**src/rtl/mem_access_ctrl.sv**
```systemverilog
// mem_access_ctrl: sequences one load or store at a time against a
// single-ported word memory. Sub-word stores are done as read-modify-write.
// Loads are extended per op; misaligned accesses complete at once with an
// error flag and no memory traffic.
//
// Handshake: req is taken only while the block is IDLE (busy=0). The access
// is latched on that edge, busy stays high until the cycle after the done
// pulse, and any req seen while busy (including the DONE cycle) is dropped
// rather than queued. done is a single-cycle pulse; misalign and rdata are
// meaningful in the done cycle.
module mem_access_ctrl #(
  parameter int DEPTH_BITS = 5
) (
  input  logic        clk,
  input  logic        reset,
  input  logic        req,
  input  logic [2:0]  op,
  input  logic [31:0] addr,
  input  logic [31:0] wdata,
  output logic        busy,
  output logic        done,
  output logic [31:0] rdata,
  output logic        misalign,
  output logic        MemRead,
  output logic        MemWrite,
  output logic [31:0] dir,
  output logic [31:0] dataInput,
  input  logic [31:0] result,
  output logic [1:0]  state_dbg
);

  localparam logic [2:0] OP_LW  = 3'b000;
  localparam logic [2:0] OP_LH  = 3'b001;
  localparam logic [2:0] OP_LHU = 3'b010;
  localparam logic [2:0] OP_LB  = 3'b011;
  localparam logic [2:0] OP_LBU = 3'b100;
  localparam logic [2:0] OP_SW  = 3'b101;
  localparam logic [2:0] OP_SH  = 3'b110;
  localparam logic [2:0] OP_SB  = 3'b111;

  typedef enum logic [1:0] {
    S_IDLE  = 2'd0,
    S_READ  = 2'd1,
    S_WRITE = 2'd2,
    S_DONE  = 2'd3
  } state_t;

  state_t state_q;
  state_t state_d;

  logic [2:0]            op_q;
  logic [DEPTH_BITS+1:0] addr_q;
  logic [31:0]           wdata_q;
  logic                  mis_q;
  logic [31:0]           merged_q;
  logic                  accept;

  // Upper address bits never reach the word index.
  logic unused_addr_bits;
  assign unused_addr_bits = ^addr[31:DEPTH_BITS+2];

  // Word/halfword accesses must sit on their natural boundary.
  function automatic logic is_misaligned(input logic [2:0] o, input logic [1:0] a);
    logic m;
    m = 1'b0;
    case (o)
      OP_LW, OP_SW:         m = (a != 2'b00);
      OP_LH, OP_LHU, OP_SH: m = a[0];
      default:              m = 1'b0;
    endcase
    return m;
  endfunction

  function automatic logic is_load(input logic [2:0] o);
    return (o <= OP_LBU);
  endfunction

  // Select the addressed lane of the read word and extend it for the op.
  function automatic logic [31:0] load_extend(input logic [2:0] o,
                                              input logic [31:0] w,
                                              input logic [1:0] lane);
    logic [7:0]  b;
    logic [15:0] h;
    logic [31:0] r;
    b = w[{lane, 3'b000} +: 8];
    h = lane[1] ? w[31:16] : w[15:0];
    case (o)
      OP_LH:   r = {{16{h[15]}}, h};
      OP_LHU:  r = {16'h0000, h};
      OP_LB:   r = {{24{b[7]}}, b};
      OP_LBU:  r = {24'h000000, b};
      default: r = w;
    endcase
    return r;
  endfunction

  // Replace only the addressed lane of the old word with the store data.
  function automatic logic [31:0] store_merge(input logic [2:0] o,
                                              input logic [31:0] old,
                                              input logic [31:0] wd,
                                              input logic [1:0] lane);
    logic [31:0] m;
    m = old;
    if (o == OP_SB) begin
      m[{lane, 3'b000} +: 8] = wd[7:0];
    end else if (o == OP_SH) begin
      if (lane[1]) m[31:16] = wd[15:0];
      else         m[15:0]  = wd[15:0];
    end else begin
      m = wd;
    end
    return m;
  endfunction

  assign accept    = (state_q == S_IDLE) && req;
  assign state_dbg = state_q;

  // State register; reset aborts any in-flight access.
  always_ff @(posedge clk) begin
    if (reset) state_q <= S_IDLE;
    else       state_q <= state_d;
  end

  // Next-state: misaligned goes straight to DONE, sub-word stores read first.
  always_comb begin
    state_d = state_q;
    case (state_q)
      S_IDLE: begin
        if (req) begin
          if (is_misaligned(op, addr[1:0])) state_d = S_DONE;
          else if (is_load(op))             state_d = S_READ;
          else if (op == OP_SW)             state_d = S_WRITE;
          else                              state_d = S_READ;
        end
      end
      S_READ:  state_d = is_load(op_q) ? S_DONE : S_WRITE;
      S_WRITE: state_d = S_DONE;
      S_DONE:  state_d = S_IDLE;
      default: state_d = S_IDLE;
    endcase
  end

  // Moore outputs decoded from the current state.
  always_comb begin
    busy      = 1'b0;
    done      = 1'b0;
    misalign  = 1'b0;
    MemRead   = 1'b0;
    MemWrite  = 1'b0;
    dataInput = 32'h0000_0000;
    case (state_q)
      S_IDLE: begin
        busy = 1'b0;
      end
      S_READ: begin
        busy    = 1'b1;
        MemRead = 1'b1;
      end
      S_WRITE: begin
        busy      = 1'b1;
        MemWrite  = 1'b1;
        dataInput = (op_q == OP_SW) ? wdata_q : merged_q;
      end
      S_DONE: begin
        busy     = 1'b1;
        done     = 1'b1;
        misalign = mis_q;
      end
      default: begin
        busy = 1'b0;
      end
    endcase
  end

  // Word index comes from the latched address, zero-extended to 32 bits.
  assign dir = {{(32 - DEPTH_BITS){1'b0}}, addr_q[DEPTH_BITS+1:2]};

  // Access latch and read-side capture: loads update rdata, sub-word stores
  // build the merged word for the following WRITE cycle.
  always_ff @(posedge clk) begin
    if (reset) begin
      op_q     <= OP_LW;
      addr_q   <= '0;
      wdata_q  <= 32'h0000_0000;
      mis_q    <= 1'b0;
      merged_q <= 32'h0000_0000;
      rdata    <= 32'h0000_0000;
    end else begin
      if (accept) begin
        op_q    <= op;
        addr_q  <= addr[DEPTH_BITS+1:0];
        wdata_q <= wdata;
        mis_q   <= is_misaligned(op, addr[1:0]);
      end
      if (state_q == S_READ) begin
        if (is_load(op_q)) rdata <= load_extend(op_q, result, addr_q[1:0]);
        else               merged_q <= store_merge(op_q, result, wdata_q, addr_q[1:0]);
      end
    end
  end

endmodule
```
**config.mk**
```make
export PLATFORM = sky130hd
export DESIGN_NAME = mem_access_ctrl
export DESIGN_NICKNAME = d
export VERILOG_FILES = /design/src/rtl/mem_access_ctrl.sv
export SDC_FILE = /design/constraint.sdc
export NUM_CORES = 1
export LEC_CHECK = 0
export ABC_AREA = 1
export BUFFER_PORTS_ARGS = -buffer_cell sky130_fd_sc_hd__buf_2
export CAP_MARGIN = 30
export CORE_MARGIN = 2
export CORE_UTILIZATION = 46
export DETAILED_ROUTE_END_ITERATION = 10
export GPL_TIMING_DRIVEN = 0
export PLACE_DENSITY = 0.72
export SLEW_MARGIN = 20
export SYNTH_ARGS = -nofsm -noshare
export SYNTH_HDL_FRONTEND = slang
export SYNTH_SLANG_ARGS = --single-unit
```
**constraint.sdc**
```tcl
create_clock -name clk -period 3.26 [get_ports clk]
set_clock_uncertainty 0.05 [all_clocks]
set_input_delay 0.978 -clock clk [delete_from_list [all_inputs] [get_ports clk]]
set_output_delay 0.978 -clock clk [all_outputs]
set_load 0.02 [all_outputs]
```
Word level (Yosys, flattened, before mapping)
Index checks and enable logic that the tools add are counted.
W data, S select, Z words.
Word-level totals
  register bits: 109
  output and inout bits: 103
  input port bits: 102
Cells by class
  reductions and logical operators: 9
  bitwise operators: 1
  shift-type cells: 3
  mux-type cells: 23
  $lt $le $gt $ge: 2
  $add $sub $neg: 1
  equality and inequality tests: 15
Operators by type and width (count)
  $mux W32: 4
  $pmux W32 S4: 1
  $mux W16: 3
  $bwmux W32: 1
  $shift A8 B7 Y32 const A: 1
  $shiftx A32 B6 Y8: 1
  $shiftx A8 B7 Y32: 1
  $eq A3 B3 Y1 const B: 6
  $eq A3 B2 Y1 const B: 3
  $mux W2: 4
  $pmux W2 S4: 1
  $mux W1: 7
  $neg A5 Y7: 1
  $eq A3 B1 Y1 const B: 2
  $le A3 B3 Y1 const B: 2
  $reduce_or A3 Y1: 2
  $eq A2 B2 Y1 const B: 2
  $pmux W1 S2: 2
  $reduce_and A2 Y1: 2
  $logic_not A3 Y1: 1
  $eq A2 B1 Y1 const B: 1
  $logic_not A2 Y1: 1
  $ne A2 B2 Y1 const B: 1
  $reduce_bool A2 Y1: 1
  other kinds (3): 3

Depth between registers and ports, before layout
Gate-level depths: netlist of the first run.
  word-level depth: 8
  depth in mapped cells: 11
  gate-level depth less buffers: 10

Least setup slack after synthesis of the first run
No wires, ideal clock.
  path kind: register -> output
  start point: reg state_q[1], in the netlist state_dbg[1]
  end point: out dataInput[10]
  path buffers: 1
  slack: 0.650 ns
  cell stages (with the launch flop): 5
  data arrival time: 1.582 ns
  cells stage by stage: dfxtp_1 ha_1 clkbuf_1 o21ai_0 a21oi_1
Between the ends
  longest elaborated chain between the ends: 2
Ends and longest elaborated chain
  from (decl): RTL line 48  | state_t state_q;
  from (signal assigned): RTL line 121  | else state_q <= state_d;
  $eq A2 B2 Y1: RTL line 151  | case (state_q)
  $mux W32: RTL line 151
  to (decl): RTL line 27  | output logic [31:0] dataInput,
No other way between the ends.

Worst setup path after layout of the first run
  start point: reg state_q[0], in the netlist state_dbg[0]
  end point: out dataInput[7]
The elaborated chain is that of the path after synthesis.

==> impl_metrics.py, run 1 <==
metrics = {
    "cts": {
        "clk_path_buf_depth": 2,
        "insertion_delay_ns": 0.36,
        "path_clk_slew_ns": 0.08,
        "cts_hold_buf": 0,
        "clock_sinks": 109,
        "cts_tree": "built",
        "cts_setup_buffers": 0,
        "cts_htree_levels": 3,
        "cts_buffers": 9,
        "clockRootBuffer": "clkbuf_16",
    },
    "route": {
        "vias_per_cell": 5.205,
        "ant_nets": 0,
        "drt_pass1_iterations": 5,
        "vias": 7428,
        "wl_mm": 23.09,
        "drcViolationCount": 0,
        "wl_per_cell_um": 16.18,
        "drtIter0Drc": 512,
    },
    "synthesis": {
        "yosysTopAreaCell": "dfxtp_1",
        "yosysSeqAreaShare_pct": 31.09,
        "avgSynthCellArea_um2": 6.704,
        "synth_warnings": 0,
        "synth_common_cells": "147 x nand2_1, 143 x o21ai_0, 128 x inv_1, 114 x nor2_1, 111 x a21oi_1",
        "synth-seq-cells": 109,
        "synth.most_common_cell": "nand2_1",
        "synth_top_area_share_pct": 31.09,
        "async_flop_share_pct": 0,
        "syn-instance-count": 1047,
        "synthTopCellsByArea": "dfxtp_1 31%, o21ai_0 10%, a21oi_1 7.9%",
        "mappedNetlistArea_um2": 7019,
        "synth-edff-count": 0,
        "synthFlopType": "dfxtp_1",
        "ys_types": 32,
    },
    "setup_path": {
        "worst-path-max-fanout": 10,
        "worst-path-buf-inv": 3,
        "cp-start-kind": "flip-flop",
        "crit_family": "buffers and inverters",
        "slowest_stage": "ha_1",
        "arrival_ns": 2.08,
        "worstPathCellList": "inv_1 -> ha_1 -> clkbuf_2 -> o21ai_0 -> a21oi_1 -> buf_2",
        "critical_path_class": "flip-flop to output port",
        "slowest_delay_ns": 0.41,
        "required_ns": 2.23,
        "end_kind": "output port",
    },
    "pwr": {
        "ir_worst_vdd_v": 0.0002730,
        "clockPowerShare_pct": 17.9,
        "swShare_pct": 45.99,
        "powerDensity_nw_per_um2": 699.4,
        "p_sw_mw": 2.698,
        "p_seq_share_pct": 32.9,
        "static-leakage-power_nw": 4.072,
        "p_comb_share_pct": 49.2,
        "internal_power_mw": 3.168,
    },
    "floorplan": {
        "dieArea_um2": 16260,
        "std_cell_rows": 45,
        "io_pins": 205,
        "die_x_um": 127.5,
        "initial_utilization_pct": 46.69,
        "core_um2": 15030,
        "die_h_um": 127.5,
    },
    "global_routing": {
        "antenna_found_initial": 0,
        "grt_start_max_net_pins": 19,
        "grt_pass1_vias": 6636,
        "gr-usage-all-layers_pct": 28.10,
        "grt_overflow": 0,
        "grt_pass1_wl_mm": 35.54,
    },
    "timing": {
        "final.period_utilization_pct": 95.33,
        "finalSetupViolations": 0,
        "period_needed_ns": 3.108,
        "rsz0062_at_grt": "no",
        "hold_viol": 0,
        "final_max_slew_viol_count": 0,
        "relSlewSlack_pct": 50.51,
        "worst_slew_pin_slew_ns": 0.7423,
        "setup_tns_ns": 0,
        "fmax_mhz": 321.8,
    },
    "finish": {
        "stdcell_area_um2": 8387,
        "final_nets": 1347,
        "drive_gt1_share_pct": 24.21,
        "areaGrowthSynthToFinish_pct": 19.48,
        "num_antenna_cells": 0,
    },
    "placed_design": {
        "hpwl_mm": 18.12,
        "port_buffers": 151,
        "gp_congestion": 0.9785,
        "place_area_um2": 8108,
    },
    "job": {
        "drv_cap": 0,
    },
    "hold_path": {
        "hold_class": "flip-flop to flip-flop",
    },
    "run_status": {
        "status": "completed",
    },
}
area by class of cell:
type | count | area, µm²
Timing Repair Buffer | 151 | 755.7
Clock buffer | 9 | 225.2
Clock inverter | 6 | 48.80
Multi-Input combinational cell | 723 | 3774
Buffer | 108 | 661.9
Tap cell | 188 | 235.2
Fill cell | 1551 | 6646
Inverter | 133 | 504.2
Sequential cell | 109 | 2182
what timing repair did:
item / 4_1_cts / 5_1_grt
endpoints found under the setup margin: 0 / 18
hold endpoints to repair: 0 / 0
resized for setup: 0 / 8
final timing paths:
kind / from / depth (start not counted) / slack, ns / to
setup / recovery: state_dbg[0] / 6 / 0.15 / dataInput[7]
hold / removal: rdata[0] / 2 / 0.41 / rdata[0]
hold reg to reg: rdata[0] / 2 / 0.41 / rdata[0]
setup reg to reg: addr_q[1] / 11 / 0.84 / merged_q[25]
worst min-delay path, stage by stage, from the launching register on:
cell and delay (ns):
dfxtp_1 0.31, nand2_1 0.05, a21oi_1 0.05
state kept, by name, indices dropped and copies added, names as in the netlist:
register   cells
wdata_q       32
addr_q         7
op_q           3
state_dbg      2
rdata         32
merged_q      32
mis_q          1
power by group through the flow:
stage | Combinational, mW | Sequential (mW) | Clock, mW
3_5_place_dp | 2.85 | 1.95 | 0
2_1_floorplan | 1.94 | 2.04 | 0
3_3_place_gp | 2.83 | 1.94 | 0
5_1_grt | 3.22 | 1.96 | 1.10
4_1_cts | 2.86 | 1.92 | 1.07
6_report | 2.89 | 1.93 | 1.05
cell usage in the layout, fill, tap and decap left out, drive strengths merged:
master	synthesis	routed
clkbuf	33	42
o211ai	39	39
buf	75	226
nor2	119	119
o221ai	8	8
ha	10	10
nand3	58	58
clkinv	0	5
a21oi	115	115
o22ai	16	16
nor3	1	1
inv	133	134
or2	2	2
nand2	160	160
dfxtp	109	109
o21ai	160	160
conb	1	27
nand4	8	8
metal layers:
layer / global-route usage (%) / up-vias / part of all wire, %
met5: 0 / - / 0
met4: 11.31 / 0 / 3.4
met3: 4.899 / 52 / 7.2
met2: 44.79 / 298 / 43
met1: 37.79 / 3314 / 46
li1: - / 3764 / -
logic make-up (layout without fill, tap and decap cells):
family	after synthesis	count (layout)	share of synthesized area, %
buffers and inverters	241	407	16.54
AO/OA/AOI/OAI	338	338	28.15
adder cells (fa/ha/maj)	10	10	1.783
other	1	27	0.05342
flip-flops	109	109	31.09
AND/OR/NAND/NOR	348	348	22.39
through the flow:
step | std cells | total power, mW | utilization, % | setup WS, ns | hold WS [ns]
global route | 1427 | 6.285 | 55.79 | 0.01829 | 0.4304
detailed placement | 1412 | 4.804 | 53.93 | 0.5075 | 0.4006
global placement | 1412 | 4.767 | 53.93 | 0.5051 | 0.3993
floorplan | 1073 | 3.985 | - | 0.6499 | 0.4063
finish | 1427 | 5.866 | 55.79 | 0.1522 | 0.4110
CTS | 1427 | 5.853 | 55.76 | 0.09711 | 0.4128
Note: power is estimated with default switching activity, not from simulation.
==> run 2: changes to the inputs <==
PLACE_DENSITY = unset   (was 0.72)
PLACE_DENSITY_LB_ADDON = 0.12   (was unset)
clock period = 2.7 ns   (was 3.26 ns; I/O delays follow)
==> run 2 against run 1 <==
Total power up 24%. Worst hold slack hardly changed. Critical endpoint unchanged. Critical path type unchanged. Clock-buffer cell count grew 2. Register-to-register slack got worse by 0.56 ns. Final area rose by 1.0%. Clock power increased by 33%. Sequential power rose by 20%.
==> impl_metrics.py, run 2 (synthesized netlist as in run 1, its figures left out) <==
metrics = {
    "run_status": {
        "status": "completed",
    },
    "route": {
        "drcViolationCount": 0,
        "vias_per_cell": 5.254,
        "wl_mm": 23.32,
        "vias": 7508,
        "ant_nets": 0,
        "wl_per_cell_um": 16.32,
        "drt_pass1_iterations": 8,
        "drtIter0Drc": 687,
    },
    "global_routing": {
        "gr-usage-all-layers_pct": 28.29,
        "busiest_layer": "met2",
        "use_met2_pct": 45.11,
        "grt_util_met1_pct": 37.41,
        "antenna_found_initial": 0,
        "grt_pass1_wl_mm": 35.74,
        "use_met3_pct": 6.365,
        "grt_overflow": 0,
        "grt_pass1_vias": 6762,
        "grt_start_max_net_pins": 19,
    },
    "cts": {
        "insertion_delay_ns": 0.37,
        "path_clk_slew_ns": 0.07,
        "cts_buffers": 9,
        "cts_tree": "built",
        "clockRootBuffer": "clkbuf_16",
        "clk_path_buf_depth": 2,
        "clock_sinks": 109,
        "cts_htree_levels": 3,
    },
    "pwr": {
        "internal_power_mw": 3.978,
        "swShare_pct": 45.17,
        "power_mw": 7.255,
        "p_comb_share_pct": 48.7,
        "static-leakage-power_nw": 4.104,
        "p_seq_share_pct": 32.0,
        "p_sw_mw": 3.277,
        "clockPowerShare_pct": 19.3,
        "powerDensity_nw_per_um2": 856.4,
        "ir_worst_vdd_v": 0.0006352,
    },
    "timing": {
        "finalSetupViolations": 0,
        "worst_slew_pin_slew_ns": 0.7258,
        "relSlewSlack_pct": 51.61,
        "layout_setup_ws_ns": 0.05124,
        "period_needed_ns": 2.649,
        "hold_viol": 0,
        "whs_ns": 0.4110,
        "fmax_mhz": 377.5,
        "final.period_utilization_pct": 98.10,
        "final_max_slew_viol_count": 0,
        "setup_tns_ns": 0,
    },
    "placed_design": {
        "hpwl_mm": 17.89,
        "dp_slack_ns": 0.007856,
        "dpl.cell_count": 1412,
        "gp_congestion": 0.9941,
        "port_buffers": 151,
        "place_area_um2": 8108,
    },
    "setup_path": {
        "r2r_slack_ns": 0.28,
        "cp.depth": 7,
        "timing.rr.start": "addr_q[1]",
        "critPathLaunch": "op_q[1]",
        "worst-path-max-fanout": 10,
        "slowest_delay_ns": 0.33,
        "worst-path-buf-inv": 4,
        "worstPathCellList": "buf_6 -> inv_4 -> nand3_4 -> buf_4 -> o21ai_0 -> a21oi_1 -> buf_2",
        "end_kind": "output port",
        "critical_path_class": "flip-flop to output port",
        "endpoint": "dataInput[7]",
        "reg2regPathDepth": 9,
        "regToRegEndpoint": "merged_q[14]",
        "slowest_stage": "dfxtp_1",
        "cp-start-kind": "flip-flop",
        "arrival_ns": 1.79,
        "crit_family": "buffers and inverters",
        "required_ns": 1.84,
    },
    "finish": {
        "num_antenna_cells": 0,
        "instances_no_fill": 1429,
        "final_common_cell": "buf_2",
        "layout_common_cells": "174 x buf_2, 147 x nand2_1, 143 x o21ai_0",
        "top_regs": "merged_q: 32 flops, rdata: 32 flops, wdata_q: 32 flops",
        "areaGrowthSynthToFinish_pct": 20.70,
        "final_nets": 1348,
        "utilization_pct": 56.35,
        "fill_cells": 1566,
        "drive_gt1_share_pct": 24.82,
        "stdcell_area_um2": 8472,
    },
    "floorplan": {
        "std_cell_rows": 45,
        "dieArea_um2": 16260,
        "core_um2": 15030,
        "io_pins": 205,
        "die_x_um": 127.5,
        "initial_utilization_pct": 46.69,
        "die_h_um": 127.5,
    },
    "hold_path": {
        "holdCritStartpoint": "rdata[4]",
        "hold_class": "flip-flop to flip-flop",
    },
    "job": {
        "drv_cap": 0,
    },
}
==> run 2: changes by cell type in the layout (fill, tap and decap cells not counted), sizes merged <==
cell,previous run,this run
clkinv,5,3
clkbuf,42,41
bufinv,0,1
buf,226,230
==> run 2: what timing repair did <==
action | in CTS | in global routing
gates resized for setup | 14 | 11
cloned | 0 | 0
endpoints found under the setup margin | 30 | 18
pin swaps | 0 | 0
buffers inserted | 0 | 1
hold buffers | 0 | 0
==> run 2: power by group through the flow <==
stage | logic [mW] | registers [mW] | clock network [mW]
floorplan | 2.34 | 2.47 | 0
global placement | 3.42 | 2.33 | 0
detailed placement | 3.45 | 2.35 | 0
CTS | 3.49 | 2.31 | 1.43
global route | 3.91 | 2.36 | 1.49
finish | 3.53 | 2.32 | 1.40
==> run 2: how the worst min path moves through the flow <==
stage               slack (ns)   endpoint  depth (start not counted)
floorplan                 0.41  addr_q[2]                          2
global placement          0.40   rdata[4]                          2
detailed placement        0.40   rdata[0]                          2
CTS                       0.42   rdata[4]                          2
global route              0.44   rdata[0]                          2
finish                    0.41   rdata[4]                          2
==> run 2: worst reg2reg max path: cells and delay by family, from the launching register on <==
kind / cells / cell delay, ns
flip-flops: 1 / 0.33
AND/OR/NAND/NOR: 2 / 0.42
adder cells (fa/ha/maj): 1 / 0.19
AO/OA/AOI/OAI: 2 / 0.41
buffers and inverters: 4 / 0.95
==> run 2: metal layers <==
| layer | part of all wire [%] | wire length (µm) |
|---|---|---|
| met3 | 8.8 | 2058 |
| met5 | 0 | 0 |
| met1 | 44 | 10230 |
| met4 | 3.6 | 847 |
| met2 | 44 | 10190 |
==> run 2: area by class of cell <==
class	instances	area, µm²	area share (%)
Multi-Input combinational cell	723	3794	44.78
Clock buffer	11	242.7	2.865
Sequential cell	109	2182	25.76
Timing Repair Buffer	152	768.2	9.068
Tap cell	188	235.2	2.777
Buffer	108	678.2	8.005
Inverter	133	504.2	5.952
Clock inverter	5	67.56	0.7975
